File: src/rtl/rv32_pkg.sv
// RV32I format codes, opcodes and the nop word shared by the encoder and the decoders.
package rv32_pkg;

    typedef enum logic [2:0] {
        FMT_R = 3'd0,
        FMT_I = 3'd1,
        FMT_S = 3'd2,
        FMT_B = 3'd3,
        FMT_U = 3'd4,
        FMT_J = 3'd5
    } fmt_e;

    typedef enum logic [1:0] {
        ST_IDLE = 2'd0,
        ST_LOAD = 2'd1,
        ST_DONE = 2'd2
    } enc_state_e;

    localparam logic [6:0] OP_R   = 7'h33;
    localparam logic [6:0] OP_I   = 7'h13;
    localparam logic [6:0] OP_LD  = 7'h03;
    localparam logic [6:0] OP_S   = 7'h23;
    localparam logic [6:0] OP_B   = 7'h63;
    localparam logic [6:0] OP_JAL = 7'h6F;
    localparam logic [6:0] OP_LUI = 7'h37;

    localparam logic [31:0] NOP_WORD = 32'h0000_0013;

endpackage

File: src/rtl/enc_fifo.sv
// Synchronous FIFO holding encoded words between acceptance and the imem write port.
module enc_fifo #(
    parameter int DEPTH = 4,
    parameter int W     = 32
) (
    input  logic         clk,
    input  logic         rst,
    input  logic         push,
    input  logic [W-1:0] wdata,
    input  logic         pop,
    output logic [W-1:0] rdata,
    output logic         full,
    output logic         empty
);

    localparam int PW = $clog2(DEPTH);

    logic [W-1:0] mem [DEPTH];
    logic [PW-1:0] wr_ptr;
    logic [PW-1:0] rd_ptr;
    logic [PW:0]   count;
    logic          wr_en;
    logic          rd_en;

    assign full  = (count == (PW+1)'(DEPTH));
    assign empty = (count == '0);
    assign rdata = mem[rd_ptr];

    // A pop frees the slot in the same edge, so push on full is allowed alongside it.
    assign wr_en = push & (~full | pop);
    assign rd_en = pop & ~empty;

    always_ff @(posedge clk) begin
        if (rst) begin
            wr_ptr <= '0;
            rd_ptr <= '0;
            count  <= '0;
        end else begin
            if (wr_en) begin
                mem[wr_ptr] <= wdata;
                wr_ptr      <= wr_ptr + PW'(1);
            end
            if (rd_en) begin
                rd_ptr <= rd_ptr + PW'(1);
            end
            case ({wr_en, rd_en})
                2'b10:   count <= count + (PW+1)'(1);
                2'b01:   count <= count - (PW+1)'(1);
                default: count <= count;
            endcase
        end
    end

endmodule

File: src/rtl/instr_encoder.sv
// Packs RV32I descriptors into instruction words and streams them to imem at consecutive addresses.
//   state   | meaning
//   IDLE    | waiting for start; len and base address captured on start
//   LOAD    | accepting descriptors and writing encoded words until written == len
//   DONE    | one-cycle session-end pulse, then back to IDLE
module instr_encoder
    import rv32_pkg::*;
#(
    parameter int          ADDR_W    = 8,
    parameter int          DEPTH     = 4,
    parameter int unsigned BASE_ADDR = 0
) (
    input  logic              clk,
    input  logic              rst,
    input  logic              start,
    input  logic [ADDR_W:0]   len,
    input  logic              in_valid,
    output logic              in_ready,
    input  logic [2:0]        fmt,
    input  logic [6:0]        op,
    input  logic [2:0]        f3,
    input  logic              f7,
    input  logic [4:0]        rd,
    input  logic [4:0]        rs1,
    input  logic [4:0]        rs2,
    input  logic [31:0]       imm,
    output logic              mem_we,
    input  logic              mem_ready,
    output logic [ADDR_W-1:0] mem_addr,
    output logic [31:0]       mem_wdata,
    output logic              busy,
    output logic              done,
    output logic              err
);

    localparam logic [ADDR_W-1:0] BASE = ADDR_W'(BASE_ADDR);

    enc_state_e      state;
    logic [ADDR_W:0] len_q;
    logic [ADDR_W:0] accepted;
    logic [ADDR_W:0] written;
    logic [31:0]     enc_word;
    logic            illegal;
    logic            push;
    logic            pop;
    logic            fifo_full;
    logic            fifo_empty;

    assign in_ready = (state == ST_LOAD) & ~fifo_full & (accepted < len_q);
    assign push     = in_valid & in_ready;
    assign mem_we   = (state == ST_LOAD) & ~fifo_empty;
    assign pop      = mem_we & mem_ready;
    assign busy     = (state != ST_IDLE);
    assign done     = (state == ST_DONE);

    always_comb begin
        enc_word = NOP_WORD;
        illegal  = 1'b0;
        case (fmt)
            FMT_R:   enc_word = {1'b0, f7, 5'b0, rs2, rs1, f3, rd, op};
            FMT_I:   enc_word = {imm[11:0], rs1, f3, rd, op};
            FMT_S:   enc_word = {imm[11:5], rs2, rs1, f3, imm[4:0], op};
            FMT_B:   enc_word = {imm[12], imm[10:5], rs2, rs1, f3, imm[4:1], imm[11], op};
            FMT_U:   enc_word = {imm[31:12], rd, op};
            FMT_J:   enc_word = {imm[20], imm[10:1], imm[11], imm[19:12], rd, op};
            default: illegal  = 1'b1;
        endcase
    end

    enc_fifo #(
        .DEPTH (DEPTH),
        .W     (32)
    ) u_fifo (
        .clk   (clk),
        .rst   (rst),
        .push  (push),
        .wdata (enc_word),
        .pop   (pop),
        .rdata (mem_wdata),
        .full  (fifo_full),
        .empty (fifo_empty)
    );

    always_ff @(posedge clk) begin
        if (rst) begin
            state    <= ST_IDLE;
            len_q    <= '0;
            accepted <= '0;
            written  <= '0;
            mem_addr <= BASE;
            err      <= 1'b0;
        end else begin
            if (push) begin
                accepted <= accepted + (ADDR_W+1)'(1);
                if (illegal) err <= 1'b1;
            end
            if (pop) begin
                written  <= written + (ADDR_W+1)'(1);
                mem_addr <= mem_addr + ADDR_W'(1);
            end
            case (state)
                ST_IDLE: begin
                    if (start) begin
                        len_q    <= len;
                        accepted <= '0;
                        written  <= '0;
                        mem_addr <= BASE;
                        err      <= 1'b0;
                        state    <= (len == '0) ? ST_DONE : ST_LOAD;
                    end
                end
                ST_LOAD: begin
                    if (written == len_q) state <= ST_DONE;
                end
                ST_DONE: state <= ST_IDLE;
                default: state <= ST_IDLE;
            endcase
        end
    end

endmodule

File: config.mk
export PLATFORM = sky130hd
export DESIGN_NAME = instr_encoder
export DESIGN_NICKNAME = d
export VERILOG_FILES = /design/src/rtl/rv32_pkg.sv /design/src/rtl/enc_fifo.sv /design/src/rtl/instr_encoder.sv
export SDC_FILE = /design/constraint.sdc
export NUM_CORES = 1
export LEC_CHECK = 0
export ABC_AREA = 1
export CAP_MARGIN = 20
export CORE_ASPECT_RATIO = 0.75
export CORE_MARGIN = 2
export CORE_UTILIZATION = 30
export DETAILED_ROUTE_END_ITERATION = 10
export HOLD_SLACK_MARGIN = 0.15
export SYNTH_ARGS = -nofsm -noshare
export SYNTH_HDL_FRONTEND = slang
export SYNTH_HIERARCHICAL = 1
export SYNTH_SLANG_ARGS = --single-unit
File: constraint.sdc
create_clock -name clk -period 5.4 [get_ports clk]
set_input_delay 1.08 -clock clk [delete_from_list [all_inputs] [get_ports clk]]
set_output_delay 1.08 -clock clk [all_outputs]
set_load 0.01 [all_outputs]
==> results of run 1 <==
[stage by stage]
step | total power (W) | hold WS [ps] | utilization, %
floorplan | 0.001657 | 442.2 | -
global placement | 0.001780 | 458.5 | 36.13
detailed placement | 0.001784 | 447.1 | 36.13
CTS | 0.002983 | 462.9 | 38.32
global route | 0.003077 | 491.4 | 38.51
finish | 0.002958 | 461.5 | 38.51
[worst paths after layout]
check | cells after the start | endpoint
worst max-delay path | 4 | mem_wdata[10]
worst min-delay path | 2 | err
worst max register to register | 11 | u_fifo/mem[3][0]
worst min register to register | 2 | err
[cell usage after synthesis]
library cell	count
sky130_fd_sc_hd__a211oi_1	8
sky130_fd_sc_hd__a21oi_1	20
sky130_fd_sc_hd__a22o_1	5
sky130_fd_sc_hd__a22oi_1	1
sky130_fd_sc_hd__and3_1	1
sky130_fd_sc_hd__buf_1	1
sky130_fd_sc_hd__buf_2	10
sky130_fd_sc_hd__buf_4	3
sky130_fd_sc_hd__buf_6	11
sky130_fd_sc_hd__clkbuf_1	4
sky130_fd_sc_hd__clkinv_1	2
sky130_fd_sc_hd__dfxtp_1	47
sky130_fd_sc_hd__edfxtp_1	128
sky130_fd_sc_hd__fa_1	1
sky130_fd_sc_hd__ha_1	16
sky130_fd_sc_hd__inv_1	79
sky130_fd_sc_hd__inv_2	6
sky130_fd_sc_hd__inv_8	1
sky130_fd_sc_hd__nand2_1	116
sky130_fd_sc_hd__nand2_2	2
sky130_fd_sc_hd__nand3_1	28
sky130_fd_sc_hd__nand3b_1	2
sky130_fd_sc_hd__nand3b_4	1
sky130_fd_sc_hd__nand4_1	16
sky130_fd_sc_hd__nor2_1	137
sky130_fd_sc_hd__nor2_2	3
sky130_fd_sc_hd__nor2_4	5
sky130_fd_sc_hd__nor3_1	6
sky130_fd_sc_hd__nor3_4	1
sky130_fd_sc_hd__o2111ai_1	1
sky130_fd_sc_hd__o211ai_1	4
sky130_fd_sc_hd__o21ai_0	54
sky130_fd_sc_hd__o21ai_1	28
sky130_fd_sc_hd__o22ai_1	32
sky130_fd_sc_hd__or2_2	4
sky130_fd_sc_hd__xnor2_1	8
sky130_fd_sc_hd__xor2_1	5
[flip-flops by register name (all words and copies together), names as in the netlist, named ones only]
register and flops:
u_fifo/rd_ptr 2, err 1, len_q 9, u_fifo/wr_ptr 2, u_fifo/count 3, u_fifo/mem 128, written 9, state 2
accepted 9, mem_addr 8
[cell type report]
cell class / count / area (um^2)
clock inverter: 13 / 137.6
tap: 344 / 430.4
timing repair buffer: 124 / 1261
clock buffer: 19 / 432.9
inverter: 88 / 337.8
sequential: 175 / 4786
multi-input combinational: 505 / 2615
fill: 2527 / 15970
[worst min-delay path: stages (launching register included)]
cell                      delay (ps)
sky130_fd_sc_hd__dfxtp_1         310
sky130_fd_sc_hd__inv_1            50
sky130_fd_sc_hd__a21oi_1          60
[routing by layer]
| metal | track usage (%) | vias up | wire, um |
|---|---|---|---|
| met2 | 21.38 | 95 | 8522 |
| li1 | - | 2961 | - |
| met3 | 3.038 | 12 | 748 |
| met5 | 0 | - | 0 |
| met1 | 18.78 | 2712 | 9026 |
| met4 | 3.603 | 0 | 174 |
[kinds of logic (layout without fill, tap and decap cells)]
| group | count (synthesis) | count (layout) | share of synthesized area [%] |
|---|---|---|---|
| AND/OR/NAND/NOR | 322 | 322 | 17.55 |
| flip-flops | 175 | 175 | 60.39 |
| AO/OA/AOI/OAI | 153 | 153 | 10.87 |
| buffers and inverters | 117 | 244 | 6.980 |
| adder cells (fa/ha/maj) | 17 | 17 | 2.780 |
| XOR/XNOR | 13 | 13 | 1.437 |
[placed cells by master, fill, tap and decap left out, types with 28 or more instances in the layout]
cell type,Yosys,final
sky130_fd_sc_hd__nand2_1,116,116
sky130_fd_sc_hd__o21ai_0,54,54
sky130_fd_sc_hd__o22ai_1,32,32
sky130_fd_sc_hd__inv_1,79,79
sky130_fd_sc_hd__dfxtp_1,47,46
sky130_fd_sc_hd__edfxtp_1,128,128
sky130_fd_sc_hd__o21ai_1,28,28
sky130_fd_sc_hd__nand3_1,28,28
sky130_fd_sc_hd__nor2_1,137,133
sky130_fd_sc_hd__clkdlybuf4s50_1,0,119
[report_power, final]
group	internal, W	switching [W]
registers	0.00147	0.0000155
logic	0.000119	0.000147
clock network	0.000684	0.000520
==> impl_metrics.xml, run 1 <==
<?xml version="1.0" encoding="UTF-8"?>
<metrics>
  <group name="route">
    <metric name="final_ant_viol_nets" unit="">0</metric>
    <metric name="initialDrtViolationCount" unit="">337</metric>
    <metric name="detailroute.via_count" unit="">5780</metric>
    <metric name="viasPerCell" unit="">4.558</metric>
    <metric name="detail_route.first_pass.iterations" unit="">4</metric>
    <metric name="postRouteWirelength" unit="mm">18.47</metric>
    <metric name="average_routed_wire_per_standard_cell" unit="um">14.57</metric>
    <metric name="drc_errors" unit="">0</metric>
  </group>
  <group name="timing">
    <metric name="final_cycle_utilization_of_the_critical_path" unit="%">70.29</metric>
    <metric name="max_slew_margin" unit="%">31.01</metric>
    <metric name="clock.fmax" unit="MHz">263.5</metric>
    <metric name="report.final.setup_viol" unit="">0</metric>
    <metric name="timing_worst_slew_pin_value" unit="ps">1032</metric>
    <metric name="timing.clock.skew" unit="ps">9.546</metric>
    <metric name="setup_repair_after_global_routing_missed_its_margin" unit="">no</metric>
    <metric name="timing_hold_violations_final" unit="">0</metric>
    <metric name="finalWorstPathRequiredPeriod" unit="ps">3796</metric>
    <metric name="setup_slack" unit="ps">1604</metric>
    <metric name="post_route_setup_tns" unit="ps">0</metric>
    <metric name="final_max_slew_viol_count" unit="">0</metric>
  </group>
  <group name="critical_path">
    <metric name="critPathMaxFanout" unit="">42</metric>
    <metric name="critical_path_buf_inv_count" unit="">2</metric>
    <metric name="timing.setup.critical_path_class" unit="">register to output port</metric>
    <metric name="r2r_setup_slack" unit="ps">1950</metric>
    <metric name="arrival" unit="ps">2720</metric>
    <metric name="critical_path.startpoint_type" unit="">register</metric>
    <metric name="cpPeakStageDelay" unit="ps">890</metric>
    <metric name="critical_path.slowest_cell" unit="">sky130_fd_sc_hd__dfxtp_2</metric>
    <metric name="critPathRequiredTime" unit="ps">4320</metric>
    <metric name="critPathCaptureType" unit="">output port</metric>
    <metric name="worstPathCellList" unit="">buf_4, o21ai_0, o22ai_1, clkdlybuf4s50_1</metric>
    <metric name="critical_path.top_delay_family" unit="">buffers and inverters</metric>
    <metric name="r2r_start" unit="">len_q[8]</metric>
  </group>
  <group name="floorplanning">
    <metric name="fp.coreArea" unit="um^2">25970</metric>
    <metric name="die-width" unit="um">191.6</metric>
    <metric name="fp.dieArea" unit="um^2">27740</metric>
    <metric name="fp.dieH" unit="um">144.7</metric>
    <metric name="floorplan.io_pins" unit="">120</metric>
    <metric name="placementRows" unit="">51</metric>
    <metric name="initial_utilization" unit="%">30.51</metric>
  </group>
  <group name="cts">
    <metric name="cts-root-buf" unit="">sky130_fd_sc_hd__clkbuf_16</metric>
    <metric name="cts.repair_timing.setup_buffer_count" unit="">0</metric>
    <metric name="buffer_levels_on_the_longest_clock_path" unit="">2</metric>
    <metric name="count_of_hold_fix_buffers_inserted_at_cts" unit="">0</metric>
    <metric name="clk_transition_reported_paths" unit="ps">70</metric>
    <metric name="tritoncts" unit="">built</metric>
    <metric name="cts_sinks" unit="">175</metric>
    <metric name="clkLatencyLatePin" unit="ps">420</metric>
    <metric name="clock_buffer_count_from_cts" unit="">17</metric>
    <metric name="post_cts.resized_instances" unit="">0</metric>
    <metric name="clock_tree.htree_level_count" unit="">4</metric>
  </group>
  <group name="synthesis">
    <metric name="synth.ff_latch_count" unit="">175</metric>
    <metric name="syn-cell-area" unit="um^2">7923</metric>
    <metric name="syn_avg_cell_area" unit="um^2">9.941</metric>
    <metric name="syn_nets" unit="">889</metric>
    <metric name="dominant_cell_type_by_area_after_synthesis" unit="">sky130_fd_sc_hd__edfxtp_1</metric>
    <metric name="number_of_library_cell_types_mapped_by_synthesis" unit="">37</metric>
    <metric name="synth.top_cell.area_share" unit="%">48.52</metric>
    <metric name="postSynthCellCount" unit="">797</metric>
    <metric name="seq_area_frac_synth" unit="%">60.39</metric>
    <metric name="synth.area.top_cells" unit="">sky130_fd_sc_hd__edfxtp_1 (49%), sky130_fd_sc_hd__dfxtp_1 (12%), sky130_fd_sc_hd__nor2_1 (6.5%), sky130_fd_sc_hd__nand2_1 (5.5%), sky130_fd_sc_hd__inv_1 (3.7%)</metric>
    <metric name="yosysWarningCount" unit="">6</metric>
  </group>
  <group name="place">
    <metric name="dp_hpwl" unit="mm">12.41</metric>
    <metric name="dpl_cells" unit="">1234</metric>
    <metric name="post_dp_cell_area" unit="um^2">9383</metric>
    <metric name="gp_congestion" unit="">0.7948</metric>
    <metric name="placement.io_buffers" unit="">119</metric>
    <metric name="pre_cts_slack" unit="ps">1450</metric>
  </group>
  <group name="global_routing">
    <metric name="grt_start_max_net_pins" unit="">65</metric>
    <metric name="vias_in_the_first_global_route" unit="">5361</metric>
    <metric name="initial_antenna_violation_count" unit="">0</metric>
    <metric name="grt-ovfl-total" unit="">0</metric>
    <metric name="grt_pass1_wl" unit="mm">28.63</metric>
    <metric name="grt.total_usage" unit="%">13.53</metric>
  </group>
  <group name="worst_hold_path">
    <metric name="hold_class" unit="">register to register</metric>
    <metric name="hold_start" unit="">err</metric>
  </group>
  <group name="flow_run">
    <metric name="maxCapViolCount" unit="">0</metric>
  </group>
  <group name="pwr">
    <metric name="cellLeakagePower" unit="nW">3.650</metric>
    <metric name="vdd_drop_max" unit="mV">0.2327</metric>
    <metric name="power_per_cell_area" unit="nW/um^2">295.8</metric>
  </group>
  <group name="cells_and_area">
    <metric name="syn2layout_area_growth" unit="%">26.23</metric>
    <metric name="final_cell_count_no_fill" unit="">1268</metric>
    <metric name="design_area" unit="um^2">10000</metric>
    <metric name="antenna_cells" unit="">0</metric>
    <metric name="finish.net_count" unit="">1003</metric>
    <metric name="final_layout_size_suffix_gt1_share" unit="%">6.710</metric>
  </group>
  <group name="run_status">
    <metric name="status" unit="">finished, final reports clean</metric>
  </group>
</metrics>
No activity file was read; power rests on OpenSTA's default activity.
==> inputs of run 2 (changes only) <==
- clock period: 5.4 -> 3.6 ns (I/O delays scaled with it)
==> impl_metrics.xml, run 2 (synthesis results as in run 1) <==
<?xml version="1.0" encoding="UTF-8"?>
<metrics>
  <group name="critical_path">
    <metric name="critPathRequiredTime" unit="ps">2880</metric>
    <metric name="r2r_setup_slack" unit="ps">820</metric>
    <metric name="r2r_start" unit="">len_q[8]</metric>
    <metric name="timing.reg2reg.worst_path_depth" unit="">15</metric>
    <metric name="crit_end" unit="">in_ready</metric>
    <metric name="critical_path.reg2reg.endpoint" unit="">u_fifo/count[1]</metric>
    <metric name="timing.setup.critical_path_class" unit="">register to output port</metric>
    <metric name="arrival" unit="ps">2530</metric>
    <metric name="critPathCaptureType" unit="">output port</metric>
    <metric name="worst_setup_sp" unit="">len_q[8]</metric>
    <metric name="critPathMaxFanout" unit="">16</metric>
    <metric name="critical_path.startpoint_type" unit="">register</metric>
  </group>
  <group name="pwr">
    <metric name="power_per_cell_area" unit="nW/um^2">434.1</metric>
    <metric name="design_power_total" unit="W">0.004370</metric>
    <metric name="cellLeakagePower" unit="nW">3.675</metric>
    <metric name="vdd_drop_max" unit="mV">0.2904</metric>
  </group>
  <group name="cts">
    <metric name="cts-root-buf" unit="">sky130_fd_sc_hd__clkbuf_16</metric>
    <metric name="cts_sinks" unit="">175</metric>
    <metric name="clock_tree.htree_level_count" unit="">4</metric>
    <metric name="buffer_levels_on_the_longest_clock_path" unit="">2</metric>
    <metric name="clock_buffer_count_from_cts" unit="">17</metric>
    <metric name="cts.repair_timing.setup_buffer_count" unit="">0</metric>
    <metric name="clkLatencyLatePin" unit="ps">430</metric>
    <metric name="clk_transition_reported_paths" unit="ps">70</metric>
    <metric name="count_of_hold_fix_buffers_inserted_at_cts" unit="">0</metric>
    <metric name="tritoncts" unit="">built</metric>
    <metric name="post_cts.resized_instances" unit="">0</metric>
  </group>
  <group name="floorplanning">
    <metric name="fp.coreArea" unit="um^2">25970</metric>
    <metric name="placementRows" unit="">51</metric>
    <metric name="initial_utilization" unit="%">30.51</metric>
    <metric name="die-width" unit="um">191.6</metric>
    <metric name="fp.dieH" unit="um">144.7</metric>
    <metric name="fp.dieArea" unit="um^2">27740</metric>
    <metric name="floorplan.io_pins" unit="">120</metric>
  </group>
  <group name="timing">
    <metric name="timing_worst_slew_pin_value" unit="ps">582.4</metric>
    <metric name="max_slew_margin" unit="%">61.17</metric>
    <metric name="timing.clock.skew" unit="ps">9.556</metric>
    <metric name="timing_hold_violations_final" unit="">0</metric>
    <metric name="final_cycle_utilization_of_the_critical_path" unit="%">90.19</metric>
    <metric name="post_route_setup_tns" unit="ps">0</metric>
    <metric name="setup_slack" unit="ps">353.3</metric>
    <metric name="clock.fmax" unit="MHz">308.0</metric>
    <metric name="setup_repair_after_global_routing_missed_its_margin" unit="">no</metric>
    <metric name="report.final.setup_viol" unit="">0</metric>
    <metric name="finalWorstPathRequiredPeriod" unit="ps">3247</metric>
    <metric name="hold_ws" unit="ps">458.1</metric>
    <metric name="final_max_slew_viol_count" unit="">0</metric>
  </group>
  <group name="route">
    <metric name="initialDrtViolationCount" unit="">352</metric>
    <metric name="detail_route.first_pass.iterations" unit="">5</metric>
    <metric name="average_routed_wire_per_standard_cell" unit="um">14.36</metric>
    <metric name="drc_errors" unit="">0</metric>
    <metric name="final_ant_viol_nets" unit="">0</metric>
    <metric name="viasPerCell" unit="">4.590</metric>
    <metric name="detailroute.via_count" unit="">5852</metric>
    <metric name="postRouteWirelength" unit="mm">18.31</metric>
  </group>
  <group name="flow_run">
    <metric name="maxCapViolCount" unit="">0</metric>
  </group>
  <group name="cells_and_area">
    <metric name="design_area" unit="um^2">10070</metric>
    <metric name="largest_register_ff_count" unit="">128</metric>
    <metric name="largest-register" unit="">u_fifo/mem</metric>
    <metric name="commonest_non_fill_non_tap_cell_in_the_layout" unit="">sky130_fd_sc_hd__nor2_1</metric>
    <metric name="antenna_cells" unit="">0</metric>
    <metric name="finish.net_count" unit="">1010</metric>
    <metric name="final_layout_size_suffix_gt1_share" unit="%">7.519</metric>
    <metric name="final_cell_mix" unit="">sky130_fd_sc_hd__nor2_1 (133), sky130_fd_sc_hd__edfxtp_1 (128), sky130_fd_sc_hd__clkdlybuf4s50_1 (119)</metric>
    <metric name="fillerInstances" unit="">2490</metric>
    <metric name="syn2layout_area_growth" unit="%">27.05</metric>
  </group>
  <group name="global_routing">
    <metric name="initial_antenna_violation_count" unit="">0</metric>
    <metric name="vias_in_the_first_global_route" unit="">5179</metric>
    <metric name="grt-ovfl-total" unit="">0</metric>
    <metric name="grt_start_max_net_pins" unit="">65</metric>
    <metric name="grt_pass1_wl" unit="mm">27.92</metric>
    <metric name="grt.total_usage" unit="%">13.26</metric>
  </group>
  <group name="worst_hold_path">
    <metric name="hold_class" unit="">register to register</metric>
  </group>
  <group name="run_status">
    <metric name="status" unit="">finished, final reports clean</metric>
  </group>
  <group name="place">
    <metric name="post_dp_cell_area" unit="um^2">9513</metric>
    <metric name="gp_congestion" unit="">0.8139</metric>
    <metric name="dp_hpwl" unit="mm">12.53</metric>
    <metric name="placement.io_buffers" unit="">119</metric>
    <metric name="pre_cts_slack" unit="ps">608.0</metric>
  </group>
</metrics>
[run 2: worst min path at each step]
stage,from,end,slack [ps],depth (start not counted)
after floorplan,accepted[6],accepted[6],440,2
after global placement,err,err,440,2
after detailed placement,err,err,450,2
after CTS,err,err,460,2
after global routing,err,err,510,2
final,err,err,460,2
[run 2: cell type report]
type | instances | area (um^2) | area share (%)
clock inverter | 14 | 123.9 | 1.231
multi-input combinational | 505 | 2615 | 25.98
timing repair buffer | 131 | 1344 | 13.35
inverter | 88 | 337.8 | 3.356
clock buffer | 18 | 429.2 | 4.264
sequential | 175 | 4786 | 47.55
tap | 344 | 430.4 | 4.276
[run 2: layer usage]
metal,GRT usage [%],share of wire (%)
met1,18.66,48
met2,20.05,46
met3,3.231,5.0
met4,4.332,1.2
met5,0,0
[run 2: where the power goes]
group          internal, W  switching, W
Combinational     0.000181      0.000217
Clock             0.000909      0.000832
Sequential         0.00221     0.0000220
[run 2: through the flow]
step           utilization (%)  std cells
2_1_floorplan                -        797
3_3_place_gp             36.63       1243
3_5_place_dp             36.63       1243
4_1_cts                  38.76       1275
5_1_grt                  38.76       1275
6_report                 38.76       1275
[run 2: worst max-delay path, stage by stage (launching register included)]
cell                              delay (ps)
sky130_fd_sc_hd__dfxtp_1                 350
sky130_fd_sc_hd__inv_1                    60
sky130_fd_sc_hd__ha_1                    300
sky130_fd_sc_hd__nand2_1                  70
sky130_fd_sc_hd__nand2_1                  50
sky130_fd_sc_hd__nor2_1                   80
sky130_fd_sc_hd__nand2_1                  90
sky130_fd_sc_hd__nor2_4                  310
sky130_fd_sc_hd__nand2_1                 130
sky130_fd_sc_hd__inv_1                   110
sky130_fd_sc_hd__clkdlybuf4s50_1         540
